### config.mk
export PLATFORM = sky130hd
export DESIGN_NAME = mult_sched
export DESIGN_NICKNAME = d
export VERILOG_FILES = /design/src/rtl/mult_sched_pkg.sv /design/src/rtl/mult_sched_core.sv /design/src/rtl/mult_sched.sv
export SDC_FILE = /design/constraint.sdc
export NUM_CORES = 1
export LEC_CHECK = 0
export ABC_AREA = 1
export CORE_ASPECT_RATIO = 0.75
export CORE_MARGIN = 4
export CORE_UTILIZATION = 40
export CTS_BUF_LIST = sky130_fd_sc_hd__clkbuf_4 sky130_fd_sc_hd__clkbuf_8
export DETAILED_ROUTE_END_ITERATION = 7
export DONT_BUFFER_PORTS = 1
export PLACE_DENSITY_LB_ADDON = 0.08
export SLEW_MARGIN = 20
export SYNTH_ARGS = -nofsm -noshare
export SYNTH_HDL_FRONTEND = slang
export SYNTH_SLANG_ARGS = --single-unit
export TNS_END_PERCENT = 10
### constraint.sdc
create_clock -name clk_fast -period 1.8 [get_ports clk_fast]
set_input_delay 0.45 -clock clk_fast [delete_from_list [all_inputs] [get_ports clk_fast]]
set_output_delay 0.45 -clock clk_fast [all_outputs]
set_load 0.02 [all_outputs]
### src/rtl/mult_sched_pkg.sv
// Shared types and default sizes for the mult_sched scheduler and its shift-add core.
package mult_sched_pkg;

  typedef enum logic [1:0] {
    IDLE,
    RUN,
    DONE
  } state_e;

  localparam int unsigned W_DEF      = 6;
  localparam int unsigned PW_DEF     = 2 * W_DEF;
  localparam int unsigned STEP_W_DEF = $clog2(W_DEF + 1);

  // Round-robin pick: a lone requester wins, a tie goes to whoever was not served last.
  function automatic logic rr_grant(input logic [1:0] valid, input logic last_id);
    if (valid == 2'b11) begin
      return ~last_id;
    end
    return valid[1];
  endfunction

endpackage

### src/rtl/mult_sched_core.sv
// Sequential shift-add multiplier datapath: one partial-product step per step_en.
// p is the partial product after the step in progress, so the final value can be captured on the last step's edge.
module mult_core
  import mult_sched_pkg::*;
#(
  parameter int unsigned W  = W_DEF,
  parameter int unsigned PW = PW_DEF,
  parameter int unsigned SW = STEP_W_DEF
) (
  input  logic          clk_fast,
  input  logic          rst,
  input  logic          load,
  input  logic          step_en,
  input  logic [W-1:0]  a,
  input  logic [W-1:0]  b,
  output logic [PW-1:0] p,
  output logic          last_step
);

  logic [PW-1:0] p_q, p_d;
  logic [W-1:0]  x_q, x_d;
  logic [W-1:0]  y_q, y_d;
  logic [SW-1:0] step_q, step_d;
  logic [PW:0]   sum;

  // Extra sum bit keeps the carry before the right shift.
  always_comb begin
    sum    = {1'b0, p_q} + (x_q[0] ? {1'b0, y_q, {W{1'b0}}} : (PW + 1)'(0));
    p      = PW'(sum >> 1);
    p_d    = p_q;
    x_d    = x_q;
    y_d    = y_q;
    step_d = step_q;
    if (load) begin
      p_d    = '0;
      x_d    = a;
      y_d    = b;
      step_d = '0;
    end else if (step_en) begin
      p_d    = p;
      x_d    = x_q >> 1;
      step_d = step_q + SW'(1);
    end
  end

  assign last_step = step_en && (step_q == SW'(W - 1));

  always_ff @(posedge clk_fast) begin
    if (rst) begin
      p_q    <= '0;
      x_q    <= '0;
      y_q    <= '0;
      step_q <= '0;
    end else begin
      p_q    <= p_d;
      x_q    <= x_d;
      y_q    <= y_d;
      step_q <= step_d;
    end
  end

endmodule

### src/rtl/mult_sched.sv
// Round-robin arbiter sharing one shift-add multiplier between two requesters.
// Define MULT_SCHED_TICK_EN to pace multiplier steps with a TICK_DIV clock-enable.
module mult_sched
  import mult_sched_pkg::*;
#(
  parameter int unsigned W = W_DEF
`ifdef MULT_SCHED_TICK_EN
  ,
  parameter int unsigned TICK_DIV = 4000000
`endif
) (
  input  logic              clk_fast,
  input  logic              rst,
  input  logic [1:0]        req_valid,
  output logic [1:0]        req_ready,
  input  logic [W-1:0]      req0_a,
  input  logic [W-1:0]      req0_b,
  input  logic [W-1:0]      req1_a,
  input  logic [W-1:0]      req1_b,
  output logic              rsp_valid,
  output logic              rsp_id,
  output logic [2*W-1:0]    rsp_product,
  output logic              busy
);

  localparam int unsigned PW = 2 * W;
  localparam int unsigned SW = $clog2(W + 1);

  state_e        state_q;
  logic          last_id_q;
  logic          id_q;
  logic          grant;
  logic          accept;
  logic          tick;
  logic          step_en;
  logic          last_step;
  logic [PW-1:0] p_next;
  logic [W-1:0]  op_a;
  logic [W-1:0]  op_b;

  assign grant = rr_grant(req_valid, last_id_q);

  // Ready is offered only in IDLE, only to the granted requester; reset blocks any accept.
  always_comb begin
    req_ready = 2'b00;
    if (!rst && (state_q == IDLE)) begin
      req_ready[grant] = req_valid[grant];
    end
  end

  assign accept = |(req_valid & req_ready);
  assign op_a   = grant ? req1_a : req0_a;
  assign op_b   = grant ? req1_b : req0_b;

`ifdef MULT_SCHED_TICK_EN
  logic [31:0] tick_cnt_q;

  always_ff @(posedge clk_fast) begin
    if (rst || tick) begin
      tick_cnt_q <= '0;
    end else begin
      tick_cnt_q <= tick_cnt_q + 32'd1;
    end
  end

  assign tick = (tick_cnt_q == 32'(TICK_DIV - 1));
`else
  assign tick = 1'b1;
`endif

  assign step_en = (state_q == RUN) && tick;

  mult_core #(
    .W  (W),
    .PW (PW),
    .SW (SW)
  ) u_core (
    .clk_fast  (clk_fast),
    .rst       (rst),
    .load      (accept),
    .step_en   (step_en),
    .a         (op_a),
    .b         (op_b),
    .p         (p_next),
    .last_step (last_step)
  );

  always_ff @(posedge clk_fast) begin
    if (rst) begin
      state_q     <= IDLE;
      last_id_q   <= 1'b1;
      id_q        <= 1'b0;
      rsp_valid   <= 1'b0;
      rsp_id      <= 1'b0;
      rsp_product <= '0;
      busy        <= 1'b0;
    end else begin
      case (state_q)
        IDLE: begin
          if (accept) begin
            state_q   <= RUN;
            id_q      <= grant;
            last_id_q <= grant;
            busy      <= 1'b1;
          end
        end
        RUN: begin
          if (last_step) begin
            state_q     <= DONE;
            rsp_valid   <= 1'b1;
            rsp_id      <= id_q;
            rsp_product <= p_next;
          end
        end
        DONE: begin
          state_q   <= IDLE;
          rsp_valid <= 1'b0;
          busy      <= 1'b0;
        end
        default: begin
          state_q <= IDLE;
        end
      endcase
    end
  end

endmodule

**Word-level counts from Yosys, hierarchy flattened**

Index checks and enable logic that the tools add are counted.

- Output and inout bits: 17
- Register bits after elaboration: 46

- Add/sub/neg operators: 2
- $lt $le $gt $ge: 2
- Multiplexer cells: 20
- Equality and inequality tests: 6
- Reductions and logical operators: 15
- Bitwise gates (word level): 3

Operators by type and width:

| operator | count |
|---|---|
| $mux 6 | 4 |
| $add 12x13->13 | 1 |
| $mux 12 | 1 |
| $reduce_and 2->1 | 5 |
| $mux 1 | 8 |
| $mux 2 | 3 |
| $reduce_bool 2->1 | 3 |
| $and 2x2->2 | 2 |
| $eq 2x2->1 const B | 2 |
| $ne 2x2->1 const B | 2 |
| $pmux 1 s2 | 2 |
| $pmux 2 s2 | 1 |
| $add 3x1->3 const B | 1 |
| $eq 3x3->1 const B | 1 |
| $logic_and 1x1->1 | 3 |
| $reduce_or 3->1 | 1 |
| $eq 2x1->1 const B | 1 |
| $logic_not 2->1 | 1 |
| $lt 1x2->1 const B | 1 |
| $reduce_or 2->1 | 1 |
| $demux 1 s1 | 1 |
| $ge 1x1->1 const B | 1 |
| $logic_not 1->1 | 1 |
| $not 1->1 | 1 |

**Longest topological paths before layout**

- Word-level depth: 13
- Depth in mapped cells: 11
- Mapped depth without buffers: 11

**Cells and area by module**

From an unflattened synthesis, not the netlist that was laid out.

- Cell total of the unflattened synthesis: 339
- Area, all modules: 2,342.2 µm²

By module, submodules not included:

| module | area an instance (µm²) | times used | cells each |
|---|---|---|---|
| mult_core | 1,390.1 | 1 | 182 |
| mult_sched | 952.2 | 1 | 157 |

**Worst setup path after synthesis**

OpenSTA, ideal clock, no wires.

- Path type: input to output
- From: input req_valid[1]
- To: output req_ready[0]
- Stages: 2
- Buffers on the path: 1
- Data arrival time: 1.231 ns
- Data required time: 1.350 ns
- Setup slack: 0.119 ns
- Cells stage by stage: clkbuf_1 a211oi_1

- Cells in the longest elaborated chain, start to end: 9
- Elaborated cells between the ends (all ways): 12
- Those cells by class: order compare: 2; eq/ne: 1; mux: 7; bitwise: 1; reduce/logical: 1

RTL lines:

| element | line | RTL |
|---|---|---|
| start, declared | mult_sched.sv:14 | `input logic [1:0] req_valid,` |
| $eq 2x2->1 | mult_sched_pkg.sv:16 | `if (valid == 2'b11) begin` |
| $mux 1 | mult_sched_pkg.sv:16 |  |
| $mux 1 | mult_sched_pkg.sv:19 | `return valid[1];` |
| $lt 1x2->1 (not written as such) / $ge 1x1->1 (equally long branches) | mult_sched.sv:47 | `req_ready[grant] = req_valid[grant];` |
| $logic_and 1x1->1 (not written as such) | mult_sched.sv:47 |  |
| $mux 1 (not written as such) | mult_sched.sv:47 |  |
| $demux 1 s1 | mult_sched.sv:47 |  |
| $and 2x2->2 (no line) * | - |  |
| $mux 2 * | mult_sched.sv:46 | `if (!rst && (state_q == IDLE)) begin` |
| end, declared | mult_sched.sv:15 | `output logic [1:0] req_ready,` |

Mark *: on every way between the ends. The rest lies on a longest branch, timed or not. The select of a mux whose other input is x is not followed.

**Final worst setup path**

- From: register u_core.x_q[0]
- To: register rsp_product[9]

- Cells in the longest elaborated chain, start to end: 2

RTL lines:

| element | line | RTL |
|---|---|---|
| start, declared | mult_sched_core.sv:21 | `logic [W-1:0] x_q, x_d;` |
| start signal, assigned | mult_sched_core.sv:51 | `x_q <= '0;` |
| start signal, assigned | mult_sched_core.sv:56 | `x_q <= x_d;` |
| $mux 12 | mult_sched_core.sv:28 | `sum = {1'b0, p_q} + (x_q[0] ? {1'b0, y_q, {W{1'b0}}} : (PW + 1)'(0));` |
| $add 12x13->13 | mult_sched_core.sv:28 |  |
| end signal, assigned | mult_sched.sv:112 | `rsp_product <= p_next;` |
| end, declared | mult_sched.sv:22 | `output logic [2*W-1:0] rsp_product,` |

No other way between the ends.
A chain may end at the register's enable or synchronous reset.

==> impl_metrics.yaml <==
setup_path:
  path_common_cell: "nand2_1"
  critPathSlowestCell: "fa_2"
  max_stage_delay_ns: 0.38
  crit_buf_inv: 2
  timing_worst_setup_path_type: "reg2reg"
  startpoint_type: "register"
  critPathMaxFanout: 7
  cp-end-kind: "register"
  cp.arrival_ns: 1.88
  cp_top_family: "adder cells"
  crit_chain: "nand2_1 > inv_1 > ha_1 > fa_2 > nand3_1 > nand2_1 > xnor2_2 > nand2_1 > nand2_1 > inv_1"
  worstPathRequired_ns: 2.01
clock_network:
  cts_buffers: 5
  tritoncts: "done"
  clk_latency_ns: 0.30
  clockBufferDepth: 2
  cts_resized: 0
  cts_root_buf: "clkbuf_8"
  clock-sinks: 45
  clk_pin_slew_ns: 0.09
  htree_levels: 2
  post-cts-setup-buffers: 0
  ctsHoldBuffers: 0
final_layout:
  fill_cells: 565
  syn_to_final_growth_pct: 8.50
  fin_cells: 390
  register_area_um2: 901
  multi_input_area_um2: 1120
  num_antenna_cells: 0
  drive_above_1_share: 0.108
  nets: 351
sta:
  relSlewSlack: 0.717
  max_clock_freq_mhz: 597
  tightest_slew_ns: 0.424
  min_period_ns: 1.68
  final-hold-violation-count: 0
  fin_ws_ns: 0.124
  hold_ws_ns: 0.206
  clock_skew_ns: 0.00959
  maxSlewViolCount: 0
  period_share: 0.931
  setup_viol: 0
logic_synthesis:
  avgSynthCellArea_um2: 7.03
  netlist_instances: 312
  synth_edf_count: 0
  async_flop_share: 0
  synth_nets: 349
  ys_ff_latch: 45
  yosys_warnings: 0
  ys.flop_type: "dfxtp_1"
  syn_area_um2: 2190
  yosysSeqAreaShare: 0.411
  yosysTopAreaCellShare: 0.411
  ys_types: 29
  synth_area_leaders: "dfxtp_1 (41%), nand2_1 (16%), nand3_1 (7.1%)"
  yosys.area.top_type: "dfxtp_1"
power_and_ir_drop:
  leakagePower_nw: 1.14
  p_sw_mw: 0.540
  pwr-share-comb: 0.125
  p_clk_frac: 0.331
  power_frac_seq: 0.544
  switching_share: 0.276
  power.total_mw: 1.96
  ir_drop_uv: 296
  pwr_density_cell_nw_per_um2: 822
  p_int_mw: 1.42
floorplan:
  design.core.area_um2: 5320
  rows: 23
  die_w_um: 93.5
  start_util: 0.412
  dieArea_um2: 6740
  die_h_um: 72.1
  pin_count: 45
detailed_routing:
  wirelength_um: 4890
  antenna_left: 0
  drt_iter0_drc: 77
  post-route-drc-count: 0
  vias: 1895
  wire_per_inst_um: 12.5
  first_pass_iters: 6
  vias_per_cell: 4.86
placed_design:
  portBuffers: 0
  dp_hpwl_um: 3570
  finalWeightedCongestion: 0.810
  post-place-cells: 382
  dpl_worst_slack_ns: 0.0490
grt:
  grt_util_all_layers: 0.156
  grt_antenna_before_repair: 0
  grt_max_degree: 24
  grt_pass1_wl_um: 8340
  grt_overflow: 0
  grt_pass1_vias: 1763
min_path:
  hold_class: "in2reg"
flow_run:
  drv_cap: 0
run_status:
  status: "finished, final reports clean"
## stage by stage
step	util	setup TNS, ns	instance area, µm²
5_1_grt	0.447	-0.00240	2380
4_1_cts	0.444	0	2360
2_1_floorplan	-	0	2190
6_report	0.447	0	2380
3_5_place_dp	0.427	0	2270
3_3_place_gp	0.427	0	2270
## path summary, 6_finish.rpt
kind | start | end | slack, ns | cells past startpoint
hold reg to reg | id_q | id_q | 0.48 | 2
setup / recovery | u_core.x_q[0] | rsp_product[9] | 0.12 | 10
setup reg to reg | u_core.x_q[0] | rsp_product[9] | 0.12 | 10
hold / removal | rst | u_core.x_q[3] | 0.21 | 1
## cell families after synthesis
kind of cell	after synthesis	synth area share
AOI/OAI and AO/OA	40	0.100
adders and majority gates	9	0.0548
and+or+nand+nor	169	0.327
buffers and inverters	44	0.0868
xor gates and xnor gates	5	0.0200
DFF	45	0.411
## registers in the layout, indices dropped and copies added (netlist names)
signal	cells
u_core.y_q	6
rsp_id	1
rsp_product	12
last_id_q	1
u_core.x_q	6
rsp_valid	1
u_core.p_q	11
id_q	1
state_q	2
busy	1
u_core.step_q	3
## worst register-to-register path, stage by stage (launching register included)
cell	delay (ns)
dfxtp_1	0.37
nand2_1	0.09
inv_1	0.04
ha_1	0.21
fa_2	0.38
nand3_1	0.10
nand2_1	0.09
xnor2_2	0.16
nand2_1	0.07
nand2_1	0.06
inv_1	0.03
## cell usage in the layout (no fill, tap or decap), types with 2 or more instances in the layout
| cell | instances |
|---|---|
| clkinvlp_4 | 2 |
| and3_1 | 2 |
| nor2_4 | 2 |
| ha_1 | 8 |
| xnor2_1 | 2 |
| inv_2 | 5 |
| nand4_1 | 2 |
| nand3_1 | 31 |
| buf_4 | 8 |
| nand2_1 | 94 |
| nor2_1 | 32 |
| o211ai_1 | 4 |
| xor2_1 | 2 |
| nand2_2 | 2 |
| clkbuf_8 | 5 |
| dfxtp_1 | 45 |
| o21ai_0 | 11 |
| a21oi_1 | 21 |
| inv_1 | 26 |
| or2_2 | 2 |
## synthesized netlist by cell type (3+ instances only)
library cell	number
nand2_1	94
dfxtp_1	45
nor2_1	32
nand3_1	31
inv_1	26
a21oi_1	21
o21ai_0	11
ha_1	8
clkbuf_1	5
inv_2	5
buf_4	4
o211ai_1	4
xnor2_1	3
## layer usage
layer | global-route usage | share of wire | vias to the layer above
li1 | - | - | 996
met1 | 0.208 | 0.50 | 867
met2 | 0.250 | 0.45 | 25
met3 | 0.0415 | 0.036 | 7
met4 | 0.0488 | 0.013 | 0
met5 | 0 | 0 | -
## power by group through the flow
| stage | Combinational, mW | Sequential, mW | Clock (mW) |
|---|---|---|---|
| floorplan | 0.198 | 1.08 | 0 |
| global placement | 0.242 | 1.09 | 0 |
| detailed placement | 0.242 | 1.09 | 0 |
| CTS | 0.244 | 1.06 | 0.663 |
| global route | 0.286 | 1.07 | 0.702 |
| finish | 0.243 | 1.06 | 0.648 |
## final cells by class
cell class / instances / area share
multi-input combinational: 223 / 0.469
sequential: 45 / 0.379
inverter: 31 / 0.0489
tap: 75 / 0.0395
clock buffer: 6 / 0.0321
timing repair buffer: 8 / 0.0252
clock inverter: 2 / 0.00631
No activity file was read; power rests on OpenSTA's default activity.
